<file path="src/rtl/yt_irq_pkg.sv">
// Shared constants for the interrupt request controller: config register map
// and STATUS field layout.
package yt_irq_pkg;

  typedef enum logic [1:0] {
    IRQ_ADDR_MASK = 2'd0,
    IRQ_ADDR_EDGE = 2'd1,
    IRQ_ADDR_PEND = 2'd2,
    IRQ_ADDR_STAT = 2'd3
  } irq_addr_e;

  localparam int IRQ_ID_W       = 3;
  localparam int STAT_ID_LSB    = 0;
  localparam int STAT_VALID_BIT = 4;

endpackage

</file>
<file path="src/rtl/irq_sync.sv">
// Single-bit synchroniser: SYNC_STAGES flops bringing an asynchronous line
// into the clk domain. Synchronous active-low reset.
module irq_sync #(
  parameter int SYNC_STAGES = 2
) (
  input  logic clk,
  input  logic reset,
  input  logic d,
  output logic q
);

  logic [SYNC_STAGES-1:0] chain;

  always_ff @(posedge clk) begin
    if (!reset) begin
      chain <= '0;
    end else begin
      chain <= {chain[SYNC_STAGES-2:0], d};
    end
  end

  assign q = chain[SYNC_STAGES-1];

endmodule

</file>
<file path="src/rtl/irq_controller.sv">
// Interrupt request controller: synchronises device lines, latches them as
// pending (edge or level per line), masks them and drives a registered request.
module irq_controller
  import yt_irq_pkg::*;
#(
  parameter int               N_IRQ       = 5,
  parameter int               SYNC_STAGES = 2,
  parameter logic [N_IRQ-1:0] EDGE_RST    = '1
) (
  input  logic                clk,
  input  logic                reset,
  input  logic [N_IRQ-1:0]    i_irq_src,
  input  logic                i_cfg_we,
  input  logic [1:0]          i_cfg_addr,
  input  logic [31:0]         i_cfg_wdata,
  output logic [31:0]         o_cfg_rdata,
  input  logic                i_ack,
  input  logic [IRQ_ID_W-1:0] i_ack_id,
  output logic [N_IRQ-1:0]    o_interruption,
  output logic                o_irq_valid,
  output logic [IRQ_ID_W-1:0] o_irq_id
);

  // Handshake: i_cfg_we and i_ack are single-cycle strobes sampled at posedge;
  // there is no ready, every strobe outside reset is accepted in its own cycle.

  logic [N_IRQ-1:0]    s;
  logic [N_IRQ-1:0]    prev;
  logic [N_IRQ-1:0]    pending;
  logic [N_IRQ-1:0]    pending_nxt;
  logic [N_IRQ-1:0]    mask;
  logic [N_IRQ-1:0]    edge_sel;
  logic [N_IRQ-1:0]    rise;
  logic [N_IRQ-1:0]    clr;
  logic [N_IRQ-1:0]    active;
  logic [N_IRQ-1:0]    wdata_lo;
  logic [IRQ_ID_W-1:0] irq_id_nxt;
  logic                wr_mask;
  logic                wr_edge;
  logic                wr_pend;
  logic                unused_wdata_hi;

  for (genvar g = 0; g < N_IRQ; g++) begin : g_sync
    irq_sync #(.SYNC_STAGES(SYNC_STAGES)) u_sync (
      .clk   (clk),
      .reset (reset),
      .d     (i_irq_src[g]),
      .q     (s[g])
    );
  end

  assign wdata_lo        = i_cfg_wdata[N_IRQ-1:0];
  assign unused_wdata_hi = ^i_cfg_wdata[31:N_IRQ];
  assign wr_mask         = i_cfg_we && (i_cfg_addr == IRQ_ADDR_MASK);
  assign wr_edge         = i_cfg_we && (i_cfg_addr == IRQ_ADDR_EDGE);
  assign wr_pend         = i_cfg_we && (i_cfg_addr == IRQ_ADDR_PEND);
  assign active          = pending & mask;

  // Edge lines: a new rise beats a same-cycle clear. Level lines just follow s.
  always_comb begin
    rise        = s & ~prev;
    clr         = '0;
    pending_nxt = '0;
    if (wr_pend) clr = wdata_lo;
    for (int i = 0; i < N_IRQ; i++) begin
      if (i_ack && (i_ack_id == IRQ_ID_W'(i))) clr[i] = 1'b1;
      pending_nxt[i] = edge_sel[i] ? (rise[i] | (pending[i] & ~clr[i])) : s[i];
    end
  end

  always_comb begin
    irq_id_nxt = '0;
    for (int i = N_IRQ - 1; i >= 0; i--) begin
      if (active[i]) irq_id_nxt = IRQ_ID_W'(i);
    end
  end

  always_ff @(posedge clk) begin
    if (!reset) begin
      prev           <= '0;
      pending        <= '0;
      mask           <= '0;
      edge_sel       <= EDGE_RST;
      o_interruption <= '0;
      o_irq_valid    <= 1'b0;
      o_irq_id       <= '0;
    end else begin
      prev           <= s;
      pending        <= pending_nxt;
      if (wr_mask) mask <= wdata_lo;
      if (wr_edge) edge_sel <= wdata_lo;
      o_interruption <= active;
      o_irq_valid    <= |active;
      o_irq_id       <= irq_id_nxt;
    end
  end

  always_comb begin
    o_cfg_rdata = '0;
    case (i_cfg_addr)
      IRQ_ADDR_MASK: o_cfg_rdata[N_IRQ-1:0] = mask;
      IRQ_ADDR_EDGE: o_cfg_rdata[N_IRQ-1:0] = edge_sel;
      IRQ_ADDR_PEND: o_cfg_rdata[N_IRQ-1:0] = pending;
      IRQ_ADDR_STAT: begin
        o_cfg_rdata[STAT_VALID_BIT]             = o_irq_valid;
        o_cfg_rdata[STAT_ID_LSB +: IRQ_ID_W]    = o_irq_id;
      end
      default: o_cfg_rdata = '0;
    endcase
  end

endmodule

</file>
<file path="config.mk">
export PLATFORM = sky130hd
export DESIGN_NAME = irq_controller
export DESIGN_NICKNAME = d
export VERILOG_FILES = /design/src/rtl/yt_irq_pkg.sv /design/src/rtl/irq_sync.sv /design/src/rtl/irq_controller.sv
export SDC_FILE = /design/constraint.sdc
export NUM_CORES = 1
export LEC_CHECK = 0
export BUFFER_PORTS_ARGS = -buffer_cell sky130_fd_sc_hd__buf_4
export CAP_MARGIN = 20
export CORE_UTILIZATION = 48
export CTS_CLUSTER_DIAMETER = 60
export DETAILED_ROUTE_END_ITERATION = 10
export PLACE_DENSITY_LB_ADDON = 0.2
export SLEW_MARGIN = 20
export SYNTH_ARGS = -nofsm -noshare
export SYNTH_HDL_FRONTEND = slang
export SYNTH_SLANG_ARGS = --single-unit
export TNS_END_PERCENT = 30
</file>
<file path="constraint.sdc">
create_clock -name clk -period 1.5 [get_ports clk]
set_input_delay 0.3 -clock clk [delete_from_list [all_inputs] [get_ports clk]]
set_output_delay 0.3 -clock clk [all_outputs]
set_load 0.1 [all_outputs]
</file>
==> results of run 1 <==
per-stage QoR:
stage | setup WS [ns] | instances | cell area [um^2] | setup TNS [ns] | power [mW]
2_1_floorplan | -0.1301 | 189 | 1759 | -0.5204 | 1.653
5_1_grt | -0.2243 | 248 | 2011 | -0.9171 | 2.394
3_3_place_gp | -0.01201 | 235 | 1832 | -0.02347 | 1.671
4_1_cts | -0.1723 | 246 | 1977 | -0.6794 | 2.293
3_5_place_dp | -0.01583 | 235 | 1832 | -0.01710 | 1.677
6_report | -0.1788 | 248 | 2011 | -0.6960 | 2.301
cell usage after synthesis:
cell type and count:
dfxtp_1 39, clkinv_1 1, a22o_1 5, mux2i_1 11, nand3_1 9, nand3b_2 1, nor2_1 12, buf_2 1
nand3b_1 3, nor3b_4 1, and2_1 15, nor2b_1 1, a21oi_1 5, nand2_1 17, o21ai_0 1, buf_6 2
and3b_2 1, a22oi_1 1, and3_1 1, a31oi_1 1, mux4_1 4, clkbuf_1 2, buf_4 27, conb_1 1
a41oi_1 1
timing repair:
action	CTS	global route
gates resized for setup	18	8
buffers inserted	3	2
setup endpoints to repair	5	5
endpoints found under the hold margin	0	0
pin swaps	0	0
flip-flops by register name (all words and copies together), names as in the netlist:
register and flops:
mask 5, o_irq_id 3, pending 5, prev 5, g_sync.u_sync.chain 10, edge_sel 5
o_irq_valid 1, o_interruption 5
cells by family after synthesis:
group	after synthesis	share of synthesized area, %
AO/OA/AOI/OAI	14	5.802
buffers and inverters	33	14.54
multiplexers	15	12.96
AND/OR/NAND/NOR	61	19.44
other	1	0.2259
flip-flops	39	47.02
cell type report:
type | count | area share (%)
repair buffers | 39 | 17.42
well taps | 44 | 2.738
inverters | 1 | 0.1867
clock buffers | 8 | 3.423
flip-flops and latches | 39 | 39.83
multi-input cells | 117 | 36.40
critical path, delay by kind of cell (launching register included):
family,cells,cell delay [ns]
mux,1,0.50
buf+inv,1,0.19
flops,1,0.34
power groups by stage:
stage	combinational [mW]	clock [mW]	sequential, mW
after detailed placement	0.564	0	1.11
final	0.608	0.604	1.09
after floorplan	0.536	0	1.12
after global placement	0.560	0	1.11
after CTS	0.596	0.609	1.09
after global routing	0.630	0.669	1.09
metal layers:
layer | up-vias | wire [um] | track usage [%] | part of all wire, %
li1 | 578 | - | - | -
met1 | 518 | 1255 | 19.10 | 43
met2 | 49 | 1412 | 27.94 | 49
met3 | 7 | 175 | 7.249 | 6.1
met4 | 0 | 44 | 6.818 | 1.5
met5 | - | 0 | 0 | 0
worst max-delay path by stage:
stage	to	startpoint	slack (ns)
6_report	o_cfg_rdata[0]	o_irq_id[0]	-0.18
5_1_grt	o_cfg_rdata[0]	o_irq_id[0]	-0.22
4_1_cts	o_cfg_rdata[0]	o_irq_id[0]	-0.17
3_5_place_dp	o_cfg_rdata[0]	i_cfg_addr[1]	-0.02
3_3_place_gp	o_cfg_rdata[0]	i_cfg_addr[1]	-0.01
2_1_floorplan	o_cfg_rdata[0]	o_irq_id[0]	-0.13
==> summary.txt, run 1 <==
Worst Hold Slack = 0.1581 ns
r2r endpoint = o_irq_valid
nets = 249
Fin. Hold Viols = 0
number of global-route vias before repair = 1037
Die X = 60.82 um
area share of the largest cell type after synthesis = 47.02%
failing checks = negative setup slack
Antenna Cells = 0
cell area after synthesis = 1660 um^2
Final Util = 63.27%
RSZ-0062 raised after global routing = yes
highest cell delay on the worst timing path = 0.50 ns
Buffers on Ports = 32
total congestion overflow = 0
internal power = 1.484 mW
required time worst endpoint = 1.20 ns
clk buf depth = 2
IO Count = 87
Seq/Total Area, Yosys = 47.02%
endpoints failing setup = 4
clock share of power = 26.2%
FP Rows = 20
core area = 3178 um^2
critical path's slowest cell = mux4_2
Vias per Instance = 4.645
routed via count = 1152
Initial Utilization = 52.24%
post-synth cell types = 25
Storage cell area = 800.8 um^2
Tot GR Track Use = 16.85%
final wirelength = 2.887 mm
first-pass iteration count of the detailed router = 4
crit path max fanout = 2
commonest non-fill, non-tap cell in the layout = buf_4
Peak VDD IR = 0.5926 mV
worst hold path class = in -> reg
Multi-input gate area = 732.0 um^2
pwr dens = 1144 nW/um^2
area leader, netlist = dfxtp_1
clk root buf = clkbuf_4
largest net degree at the start of global routing = 30
most frequent cells in the layout = buf_4, conb_1, dfxtp_1
mean post-synth cell area = 10.19 um^2
Synth Instances = 163
CP arrival = 1.38 ns
Worst R2R Path Depth = 2
top post-synthesis cells by area = dfxtp_1, buf_4, mux2i_1, mux4_1, and2_1
switch share = 35.51%
CP cell instances = mux4_2, buf_12
Reg-to-Reg Start = pending[2]
Clock Skew = 0.008822 ns
DRC Markers = 0
area grow syn2layout = 21.10%
Max Cap Viol = 0
warnings from Yosys = 0
Slew Viols, Final = 0
fin crit period = 1.679 ns
Critical Path End Type = output port
HPWL after DPL = 2.078 mm
drt wl/cell = 11.64 um
flop2flop setup slack = 0.53 ns
Leak Pwr = 0.9075 nW
initial antenna violation count = 0
Comb pwr share = 26.4%
Num Clock Sinks = 39
Crit Path Category = reg -> out
cts bufs inserted = 5
layout cells sized above 1 = 34.31%
FF+latch count, synth = 39
worst-skew pair later-pin latency = 0.34 ns
initial drt markers = 14
H-tree depth = 2
DRT antenna net count = 0
Die Y-Extent = 60.82 um
crit share post-route = 111.9%
RePlAce Congestion = 0.8692
first-pass GRT wire length = 4.409 mm
Sw Pwr = 0.8170 mW
Die ar. = 3698 um^2
CP startpoint kind = flop
depth of the worst hold-timing path = 2
status = finished with violations
fmax = 595.7 MHz
share of power burned in registers = 47.4%
Hold EP = g_sync[3].u_sync.chain[0]
Hold Startpoint = i_irq_src[3]
clock transition at the registers of the reported paths = 0.11 ns
CTS tree = yes
# fillers = 275
final setup margin = -0.1788 ns
Hold Buf Count CTS = 0
(Power assumes the default switching activity.)
==> run 2, diff against run 1 <==
--- a/config.mk
+++ b/config.mk
@@ -5,9 +5,11 @@
 export SDC_FILE = /design/constraint.sdc
 export NUM_CORES = 1
 export LEC_CHECK = 0
+export ABC_AREA = 1
 export BUFFER_PORTS_ARGS = -buffer_cell sky130_fd_sc_hd__buf_4
 export CAP_MARGIN = 20
-export CORE_UTILIZATION = 48
+export CORE_ASPECT_RATIO = 1.25
+export CORE_UTILIZATION = 49
 export CTS_CLUSTER_DIAMETER = 60
 export DETAILED_ROUTE_END_ITERATION = 10
 export PLACE_DENSITY_LB_ADDON = 0.2
==> run 2 against run 1 <==
Compared with the run above: the flow now finishes without violations; routed wire length grew 14%; first-iteration DRC count grew to 2.6 times the previous value; synthesized area grew 7.4%; highest routed layer unchanged.
==> summary.txt, run 2 <==
Comb pwr share = 25.2% (-1.2 points)
number of global-route vias before repair = 1270 (+22%)
Adder-Cell Fraction of Synth Area = 0% (unchanged)
Seq/Total Area, Yosys = 43.79% (-3.2 points)
H-tree depth = 2 (unchanged)
switch share = 35.53% (about the same)
DRC Markers = 0 (unchanged)
Fin. Hold Viols = 0 (unchanged)
Leak Pwr = 1.128 nW (+24%)
Power, Total = 2.491 mW (+8.3%)
Post-synth top flop = dfxtp_1
first-pass iteration count of the detailed router = 4 (unchanged)
wire length on met1 = 1.402 mm (+12%)
layout cells sized above 1 = 20.35% (-14 points)
status = completed
fin crit period = 1.413 ns (-0.2661 ns)
post-synthesis compound-gate area fraction = 0.7018% (-5.1 points)
clock transition at the registers of the reported paths = 0.07 ns (-0.04 ns)
Buf+Inv Stages, Crit Path = 1 (unchanged)
Sw Pwr = 0.8851 mW (+8.3%)
FP Rows = 24 (+20%)
share of flip-flops with an asynchronous set or reset = 0% (unchanged)
CP top delay family = flip-flops
Crit Path Category = reg -> out
IO Count = 87 (unchanged)
Storage cell area = 798.3 um^2 (-0.31%)
post-synthesis simple-gate area fraction = 35.37% (+16 points)
Max Used Layer = met4
highest cell delay on the worst timing path = 0.38 ns (-0.12 ns)
Critical Path End Type = output port
CP arrival = 1.11 ns (-0.27 ns)
area grow syn2layout = 19.09%
crit path max fanout = 4 (+2)
Layout Cells excl Fill = 324 (+31%)
worst hold path class = in -> reg
Placed Cells = 316 (+34%)
max reg flops = 10 (unchanged)
xor/xnor cell area share of the yosys netlist = 0% (unchanged)
Synth Instances = 247 (+52%)
RSZ-0062 raised after global routing = no
core area = 3483 um^2 (+9.6%)
nets = 330 (+33%)
HPWL after DPL = 2.488 mm (+20%)
Max Cap Viol = 0 (unchanged)
clk root buf = clkbuf_8
pwr dens = 1173 nW/um^2 (+2.5%)
clock share of power = 30.8% (+4.6 points)
final wirelength = 3.305 mm (+14%)
commonest non-fill, non-tap cell in the layout = nand2_1
top post-synthesis cells by area = dfxtp_1, nand2_1, buf_4, nor2_1, nand3_1
required time worst endpoint = 1.20 ns (about the same)
area leader, netlist = dfxtp_1
CP cell instances = nand3_1, nand4_1, buf_6
cell area after synthesis = 1783 um^2 (+7.4%)
initial drt markers = 36 (+22)
Tot GR Track Use = 18.78% (+1.9 points)
Peak VDD IR = 0.7999 mV (+35%)
count leader, synth = nand2_1
synth cell count leaders = nand2_1, dfxtp_1, nor2_1
post-synthesis mux area share = 0% (-13 points)
largest net degree at the start of global routing = 26 (-13%)
Initial Utilization = 51.19% (-1.1 points)
mean post-synth cell area = 7.218 um^2 (-29%)
fmax = 707.9 MHz (+19%)
Die Y-Extent = 69.44 um (+14%)
Buffers on Ports = 32 (unchanged)
internal power = 1.606 mW (+8.2%)
worst-skew pair later-pin latency = 0.29 ns (-0.05 ns)
share of power burned in registers = 44.0% (-3.4 points)
Die X = 55.96 um (-8.0%)
clk buf depth = 2 (unchanged)
# fillers = 346 (+26%)
met3 routed wirelength = 187 um (+6.9%)
number of flops mapped to enable cells by yosys = 0 (unchanged)
post-route setup TNS = 0 ns (+0.6960 ns)
routed via count = 1476 (+28%)
DRT antenna net count = 0 (unchanged)
initial antenna violation count = 0 (unchanged)
drt wl/cell = 10.20 um (-12%)
Num Clock Sinks = 39 (unchanged)
crit share post-route = 94.18% (-18 points)
largest family of logic cells by synthesized area = simple AND/OR/NAND/NOR gates
total congestion overflow = 0 (unchanged)
CP startpoint kind = flop
RePlAce Congestion = 0.8344 (-4.0%)
warnings from Yosys = 0 (unchanged)
Clock Skew = 0.002599 ns (-0.006223 ns)
area share of the largest cell type after synthesis = 43.79% (-3.2 points)
Vias per Instance = 4.556 (-1.9%)
flop2flop setup slack = 0.64 ns (+0.11 ns)
Die ar. = 3886 um^2 (+5.1%)
most frequent cells in the layout = nand2_1, dfxtp_1, buf_4
endpoints failing setup = 0 (-4)
Slew Viols, Final = 0 (unchanged)
cts bufs inserted = 5 (unchanged)
FF+latch count, synth = 39 (unchanged)
critical path's slowest cell = dfxtp_1
WL met2 = 1.654 mm (+17%)
largest register by flop count = g_sync.u_sync.chain
first-pass GRT wire length = 5.547 mm (+26%)
CTS tree = yes
post-synth cell types = 18 (-28%)
Antenna Cells = 0 (unchanged)
Multi-input gate area = 752.0 um^2 (+2.7%)
run 2: metrics by stage:
stage,setup slack [ns],utilization [%],area (um^2),hold slack (ns)
6_report,0.08731,60.96,2123,0.1854
5_1_grt,0.01574,60.96,2123,0.1717
4_1_cts,0.006551,59.77,2082,0.1742
3_5_place_dp,0.03511,56.90,1982,0.3980
3_3_place_gp,0.03473,56.90,1982,0.3929
2_1_floorplan,-0.2501,-,1917,0.3905
run 2: kinds of logic after synthesis:
family	count (synthesis)
AO/OA/AOI/OAI	2
flip-flops	39
other	1
buffers and inverters	60
AND/OR/NAND/NOR	145
run 2: path summary, 6_finish.rpt:
| path | endpoint | depth (start not counted) | startpoint |
|---|---|---|---|
| max | o_cfg_rdata[0] | 3 | edge_sel[0] |
| min | g_sync[2].u_sync.chain[0] | 3 | i_irq_src[2] |
| max reg2reg | o_irq_id[1] | 3 | pending[0] |
| min reg2reg | g_sync[4].u_sync.chain[1] | 2 | g_sync[4].u_sync.chain[0] |
run 2: worst min-delay path, stage by stage:
cell,delay (ns)
buf_4,0.07
nand2_1,0.04
inv_1,0.04
run 2: per-layer routing:
layer | vias to the layer above | track usage (%)
met1 | 644 | 20.62
met2 | 45 | 32.80
met4 | 0 | 7.859
met3 | 7 | 6.343
li1 | 780 | -
met5 | - | 0
run 2: power by group through the flow:
stage,Clock [mW],Sequential [mW],Combinational [mW]
5_1_grt,0.832,1.10,0.660
3_3_place_gp,0,1.12,0.606
4_1_cts,0.793,1.09,0.610
6_report,0.768,1.10,0.628
3_5_place_dp,0,1.12,0.609
2_1_floorplan,0,1.13,0.560
run 2: final cells by class:
class                           count  area share, %
Clock buffer                        8          4.714
Sequential cell                    39          37.60
Multi-Input combinational cell    174          35.42
Inverter                           26          4.714
Tap cell                           39          2.298
Timing Repair Buffer               38          15.26
run 2: what timing repair did:
action,CTS,global route
resized for setup,0,13
hold buffers,0,0
setup buffers,0,0
setup endpoints to repair,0,5
